[config.mk]
export PLATFORM = sky130hd
export DESIGN_NAME = vx_ibuffer_mq
export DESIGN_NICKNAME = d
export VERILOG_FILES = /design/src/rtl/vx_ibuffer_mq.sv
export SDC_FILE = /design/constraint.sdc
export NUM_CORES = 2
export LEC_CHECK = 0
export ABC_CLOCK_PERIOD_IN_PS = 12030
export BUFFER_PORTS_ARGS = -buffer_cell sky130_fd_sc_hd__clkbuf_2
export CAP_MARGIN = 5
export CELL_PAD_IN_SITES_DETAIL_PLACEMENT = 0
export CELL_PAD_IN_SITES_GLOBAL_PLACEMENT = 1
export CORE_MARGIN = 2
export CORE_UTILIZATION = 53
export CTS_CLUSTER_SIZE = 10
export DETAILED_ROUTE_END_ITERATION = 10
export GPL_TIMING_DRIVEN = 0
export HOLD_SLACK_MARGIN = 0.03
export PLACE_DENSITY = 0.82
export RECOVER_POWER = 25
export SYNTH_ARGS = -nofsm -noshare
export SYNTH_HDL_FRONTEND = slang
export SYNTH_SLANG_ARGS = --single-unit
[constraint.sdc]
create_clock -name clk -period 12.03 [get_ports clk]
set_clock_uncertainty 0.2 [all_clocks]
set_input_delay 1.8045 -clock clk [delete_from_list [all_inputs] [get_ports clk]]
set_output_delay 1.8045 -clock clk [all_outputs]
set_load 0.05 [all_outputs]
[src/rtl/vx_ibuffer_mq.sv]
// ---------------------------------------------------------------------------
// vx_ibuffer_mq
//
// Multi-queue instruction buffer between decode and issue. Each warp owns an
// independent circular FIFO of DEPTH decoded instructions. One instruction
// per cycle is offered to issue, chosen round-robin among non-empty warps,
// and a one-cycle lookahead of the following warp is exposed so the
// scoreboard lookup can start early. Per-warp flush and full/empty status.
//
// Optional feature macro: VX_IBUFFER_BYPASS_EN
//   When defined, an instruction arriving while every queue is empty is
//   offered on deq_* in the same cycle and is not stored if accepted.
//
// Ports:
//   clk, reset          clock, synchronous active-high reset
//   enq_valid/wid/data  decoded instruction in; enq_ready is the handshake
//   warp_full/empty     per-warp status vectors
//   flush_valid/wid     discard the whole queue of one warp
//   deq_valid/wid/data  instruction offered to issue; deq_ready accepts
//   next_valid/wid      warp offered next cycle if this cycle's offer fires
// ---------------------------------------------------------------------------
module vx_ibuffer_mq #(
    parameter int NUM_WARPS = 4,
    parameter int DEPTH     = 4,
    parameter int DATAW     = 128,
    localparam int NW       = $clog2(NUM_WARPS)
) (
    input  logic                 clk,
    input  logic                 reset,
    input  logic                 enq_valid,
    input  logic [NW-1:0]        enq_wid,
    input  logic [DATAW-1:0]     enq_data,
    output logic                 enq_ready,
    output logic [NUM_WARPS-1:0] warp_full,
    output logic [NUM_WARPS-1:0] warp_empty,
    input  logic                 flush_valid,
    input  logic [NW-1:0]        flush_wid,
    output logic                 deq_valid,
    output logic [NW-1:0]        deq_wid,
    output logic [DATAW-1:0]     deq_data,
    input  logic                 deq_ready,
    output logic                 next_valid,
    output logic [NW-1:0]        next_wid
);

    localparam int AW = $clog2(DEPTH);

    logic [AW:0]          w_cnt    [NUM_WARPS];
    logic [AW-1:0]        w_rd_ptr [NUM_WARPS];
    logic [AW-1:0]        w_wr_ptr [NUM_WARPS];
    logic [NUM_WARPS-1:0] w_push;
    logic [NUM_WARPS-1:0] w_pop;
    logic [NUM_WARPS-1:0] w_flush;
    logic [NUM_WARPS-1:0] w_elig;
    logic [NUM_WARPS-1:0] w_la_elig;
    logic [NW-1:0]        w_sel;
    logic [NW-1:0]        w_next_sel;
    logic                 w_enq_fire;
    logic                 w_bypass;
    logic                 w_write;
    logic                 w_fire;
    logic [NW-1:0]        r_rr_ptr;

    // Payload storage, addressed as {warp, slot}. Read is asynchronous
    // because the head must be visible in the same cycle it is selected.
    logic [DATAW-1:0]     r_mem [NUM_WARPS*DEPTH];

    // ------------------------------------------------------------------
    // Per-warp queue state
    // ------------------------------------------------------------------
    genvar gi;
    generate
        for (gi = 0; gi < NUM_WARPS; gi++) begin : g_warp
            logic [AW:0]   r_cnt;
            logic [AW-1:0] r_rd_ptr;
            logic [AW-1:0] r_wr_ptr;

            assign w_flush[gi]    = flush_valid && (flush_wid == NW'(gi));
            assign w_push[gi]     = w_write && (enq_wid == NW'(gi));
            assign w_pop[gi]      = w_fire && !w_bypass && (w_sel == NW'(gi));
            assign w_elig[gi]     = (r_cnt != '0) && !w_flush[gi];
            assign warp_full[gi]  = (r_cnt == (AW+1)'(DEPTH));
            assign warp_empty[gi] = (r_cnt == '0);
            assign w_cnt[gi]      = r_cnt;
            assign w_rd_ptr[gi]   = r_rd_ptr;
            assign w_wr_ptr[gi]   = r_wr_ptr;

            // A flushed warp can neither push nor pop this cycle, so the
            // flush simply clears the queue.
            always_ff @(posedge clk) begin
                if (reset || w_flush[gi]) begin
                    r_cnt    <= '0;
                    r_rd_ptr <= '0;
                    r_wr_ptr <= '0;
                end else begin
                    if (w_push[gi]) r_wr_ptr <= r_wr_ptr + 1'b1;
                    if (w_pop[gi])  r_rd_ptr <= r_rd_ptr + 1'b1;
                    case ({w_push[gi], w_pop[gi]})
                        2'b10:   r_cnt <= r_cnt + 1'b1;
                        2'b01:   r_cnt <= r_cnt - 1'b1;
                        default: r_cnt <= r_cnt;
                    endcase
                end
            end
        end
    endgenerate

    // ------------------------------------------------------------------
    // Enqueue handshake and optional same-cycle bypass
    // ------------------------------------------------------------------
    assign enq_ready  = !warp_full[enq_wid] && !(flush_valid && (flush_wid == enq_wid));
    assign w_enq_fire = enq_valid && enq_ready;

`ifdef VX_IBUFFER_BYPASS_EN
    // enq_ready already excludes a warp being flushed.
    assign w_bypass = w_enq_fire && (&warp_empty);
`else
    assign w_bypass = 1'b0;
`endif

    // A bypassed instruction accepted by issue never touches storage.
    assign w_write = w_enq_fire && !(w_bypass && deq_ready);

    always_ff @(posedge clk) begin
        if (w_write) begin
            r_mem[{enq_wid, w_wr_ptr[enq_wid]}] <= enq_data;
        end
    end

    // ------------------------------------------------------------------
    // Round-robin selection: scan from the highest offset down so the
    // smallest offset from r_rr_ptr wins.
    // ------------------------------------------------------------------
    always_comb begin
        logic [NW-1:0] v_idx;
        v_idx = '0;
        w_sel = '0;
        for (int i = NUM_WARPS - 1; i >= 0; i--) begin
            v_idx = r_rr_ptr + NW'(i);
            if (w_elig[v_idx]) w_sel = v_idx;
        end
    end

    // Lookahead assumes the current offer fires: the selected warp drops
    // out if it holds its last entry. Scan offsets 1..NUM_WARPS so the
    // selected warp itself is considered last.
    always_comb begin
        for (int w = 0; w < NUM_WARPS; w++) begin
            w_la_elig[w] = w_elig[w] && !((w_sel == NW'(w)) && (w_cnt[w] == (AW+1)'(1)));
        end
    end

    always_comb begin
        logic [NW-1:0] v_idx;
        v_idx      = '0;
        w_next_sel = '0;
        for (int i = NUM_WARPS; i >= 1; i--) begin
            v_idx = w_sel + NW'(i);
            if (w_la_elig[v_idx]) w_next_sel = v_idx;
        end
    end

    assign next_valid = |w_la_elig;
    assign next_wid   = w_next_sel;

    // ------------------------------------------------------------------
    // Dequeue outputs
    // ------------------------------------------------------------------
`ifdef VX_IBUFFER_BYPASS_EN
    assign deq_valid = (|w_elig) || w_bypass;
    assign deq_wid   = w_bypass ? enq_wid  : w_sel;
    assign deq_data  = w_bypass ? enq_data : r_mem[{w_sel, w_rd_ptr[w_sel]}];
`else
    assign deq_valid = |w_elig;
    assign deq_wid   = w_sel;
    assign deq_data  = r_mem[{w_sel, w_rd_ptr[w_sel]}];
`endif

    assign w_fire = deq_valid && deq_ready;

    always_ff @(posedge clk) begin
        if (reset) begin
            r_rr_ptr <= '0;
        end else if (w_fire) begin
            r_rr_ptr <= deq_wid + NW'(1);
        end
    end

endmodule

==> results.md <==
* Outcome: complete, no violations
* Worst-path maximum fanout at 11
* Post_cts resized at 0
* F_max at 0.1194 GHz
* Slew HR at 0.06160
* Final net count at 5569
* CTS Buf Count at 227
* CP arrival at 6.37 ns
* Crit path largest cell delay at 1.04 ns
* Longest Clk Path Bufs at 3
* Sequential fraction of the synthesis area at 0.7496
* Fillcell total at 11210
* Post-route DRC at 0
* Setup WS pre-CTS at 3.773 ns
* Net switching power at 9.456 mW
* CP delay by family, top: buffers and inverters
* CTS Hold Bufs at 0
* Synth cell types at 54
* Worst path cell trace: clkbuf_2 -> nor3b_1 -> nor2_1 -> a32oi_1 -> nand2_2 -> clkinv_1 -> nor2_1 -> clkbuf_1 -> clkbuf_1 -> o211ai_1 -> nand4_1 -> clkbuf_2
* Placed insts at 7240
* Slowest-stage cell, CP: clkbuf_1
* Pwr Density at 247.9 nW/um2
* Synthesized Nets at 4963
* Part of the power in registers at 0.342
* All-layer global routing usage at 0.2723
* Clk_lat worst skew at 0.85 ns
* Static Leakage at 34.33 nW
* Final period util at 0.6964
* Routed via count at 45900
* Core area at 155700 um2
* Post-route cell area at 95070 um2
* Max Cap Violations at 0
* Number of synthesized flops with an enable pin at 2048
* Gpl congestion at 0.8362
* Clk sinks at 2078
* Logic gate share of total power at 0.405
* Post-Synthesis Cells at 4806
* I/O pin total at 280
* Internal power at 14.11 mW
* Clock transition at path regs at 0.06 ns
* Final Hold Viols at 0
* Crit. End Element: output port
* Worst path required time at 10.03 ns
* First-pass GRT wire length at 312300 um
* Max-slew violations at 0
* Vias per cell at 6.103
* Final setup vio count at 0
* H-tree depth at 4
* Placement Cell Area at 89080 um2
* RSZ-0062 raised after global routing: no
* Hold WC Path Type: flop to flop
* Clock root cell: clkbuf_16
* Starting Density at 0.5322
* Synth Flop Type: edfxtp_1
* Switching share of power at 0.4013
* Row Count at 145
* Die W at 399.4 um
* Post-CTS Setup Bufs at 0
* Post-DP HPWL at 142400 um
* Mapped Area at 82840 um2
* Die ar. at 159500 um2
* Layout overhead on the synthesized area at 14.77%
* Worst setup path class: primary input to output port
* Post-Route WL at 217900 um
* Crit path time final at 8.378 ns
* Max rail drop VDD at 0.2639 mV
* Clock share of power at 0.253
* 1st-pass router iterations at 6
* Die Y at 399.4 um
* Largest net degree at the start of global routing at 29
* Share of layout cells above drive strength 1 at 0.2266
* CTS tree: done
* Overall power at 23.56 mW
* Avg Cell Area, Syn at 17.24 um2
* CP bufs+invs at 5
* 1st-iter DRT viols at 4545
* ANT nets after route at 0
* Final Non-Filler Cells at 7521
* Least-Margin Pin Slew at 1.408 ns
* GR Overflow Total at 0
* Antenna violations before repair at 33
* Async SR Flop Fraction at 0
* Critical Path Start Type: primary input
* Synthesis Warnings at 0
* Vias in the first global route at 46570
* Port Buf Inserts at 277
* Final setup margin at 3.652 ns
* WL per Instance at 28.97 um
* FF+latch count, synth at 2078
-- cell usage in the layout (no fill, tap or decap), types with 4 or more instances in the layout --
cell type and n:
edfxtp_1 2048, dfxtp_1 30, buf_2 75, buf_4 28
nor2_4 17, clkbuf_2 205, nand2b_1 8, o211ai_1 512
and2_1 5, a211oi_1 6, clkinv_8 6, xnor2_1 10
clkbuf_1 226, a31oi_1 6, mux2_2 515, diode_2 12
a21oi_1 14, nand4_1 130, inv_16 5, mux2i_1 519
clkbuf_16 228, inv_1 21, buf_1 16, buf_12 75
ha_1 20, nand2_1 533, or3_1 5, o21ai_0 10
nor3_1 10, nand3_1 11, buf_6 42, xor2_1 11
nor2_1 37, buf_8 4, buf_16 23
-- worst min-delay path: cells and delay by family, from the launching register on --
family          cells  cell delay (ns)
flops               1             0.33
compound gates      2             0.14
-- final timing paths --
check	slack, ns	startpoint	endpoint	depth (start not counted)
hold / removal	0.31	g_warp[0].r_cnt[2]	g_warp[0].r_cnt[2]	2
hold reg to reg	0.31	g_warp[0].r_cnt[2]	g_warp[0].r_cnt[2]	2
setup reg to reg	7.67	g_warp[0].r_cnt[0]	r_mem[11][92]	13
setup / recovery	3.65	flush_valid	deq_data[18]	12
-- stage by stage --
step	hold slack, ns	TNS [ns]	utilization
6_report	0.3088	0	0.6108
2_1_floorplan	0.2653	0	-
3_3_place_gp	0.2871	-7448.53	0.5576
5_1_grt	0.3457	0	0.6107
4_1_cts	0.3114	0	0.6111
3_5_place_dp	0.3024	0	0.5723
-- state kept, by name, summed over array words and instances, names as in the netlist --
| register | flops |
|---|---|
| g_warp.r_cnt | 12 |
| g_warp.r_wr_ptr | 8 |
| r_mem | 2048 |
| r_rr_ptr | 2 |
| g_warp.r_rd_ptr | 8 |
-- Yosys cell counts, types with 16 or more instances --
library cell	instances	area (um2)
clkbuf_1	129	484.2
o211ai_1	512	3844
mux2_2	515	5799
buf_6	42	473.0
buf_2	75	375.4
inv_1	21	78.83
mux2i_1	519	5195
nand2_1	533	2001
nand4_1	130	813.3
dfxtp_1	30	600.6
nor2_1	53	198.9
buf_4	28	210.2
buf_1	16	60.06
edfxtp_1	2048	61500
ha_1	20	250.2
-- power by group through the flow --
stage | Combinational [mW] | Sequential (mW) | Clock, mW
floorplan | 6.33 | 8.22 | 0
global placement | 9.43 | 8.24 | 0
detailed placement | 9.54 | 8.21 | 0
CTS | 9.57 | 8.07 | 6.02
global route | 9.99 | 8.07 | 6.30
finish | 9.54 | 8.07 | 5.95
-- metal layers --
metal,track usage,wire length (um)
met5,0,156
met4,0.1026,7907
met3,0.05750,18100
met2,0.4525,107200
met1,0.3536,84580
-- layout make-up --
cell class / instances / area, um2 / area share
Inverter: 23 / 88.84 / 0.0009344
Clock inverter: 15 / 247.7 / 0.002606
Antenna cell: 12 / 30.03 / 0.0003158
Timing Repair Buffer: 377 / 3455 / 0.03634
Buffer: 292 / 1639 / 0.01724
Tap cell: 2058 / 2575 / 0.02708
Multi-Input combinational cell: 2413 / 19140 / 0.2013
Sequential cell: 2078 / 62100 / 0.6532
Clock buffer: 253 / 5799 / 0.06100
-- cells by family (layout without fill, tap and decap cells) --
kind of cell / Yosys count / count (layout) / synth area share
AND/OR/NAND/NOR: 774 / 774 / 0.04069
adder cells (fa/ha/maj): 20 / 20 / 0.003021
AO/OA/AOI/OAI: 562 / 562 / 0.05042
buffers and inverters: 315 / 960 / 0.02078
multiplexers: 1036 / 1036 / 0.1333
other: 0 / 12 / 0
XOR/XNOR: 21 / 21 / 0.002220
flip-flops: 2078 / 2078 / 0.7496
Note: power is estimated with default switching activity, not from simulation.
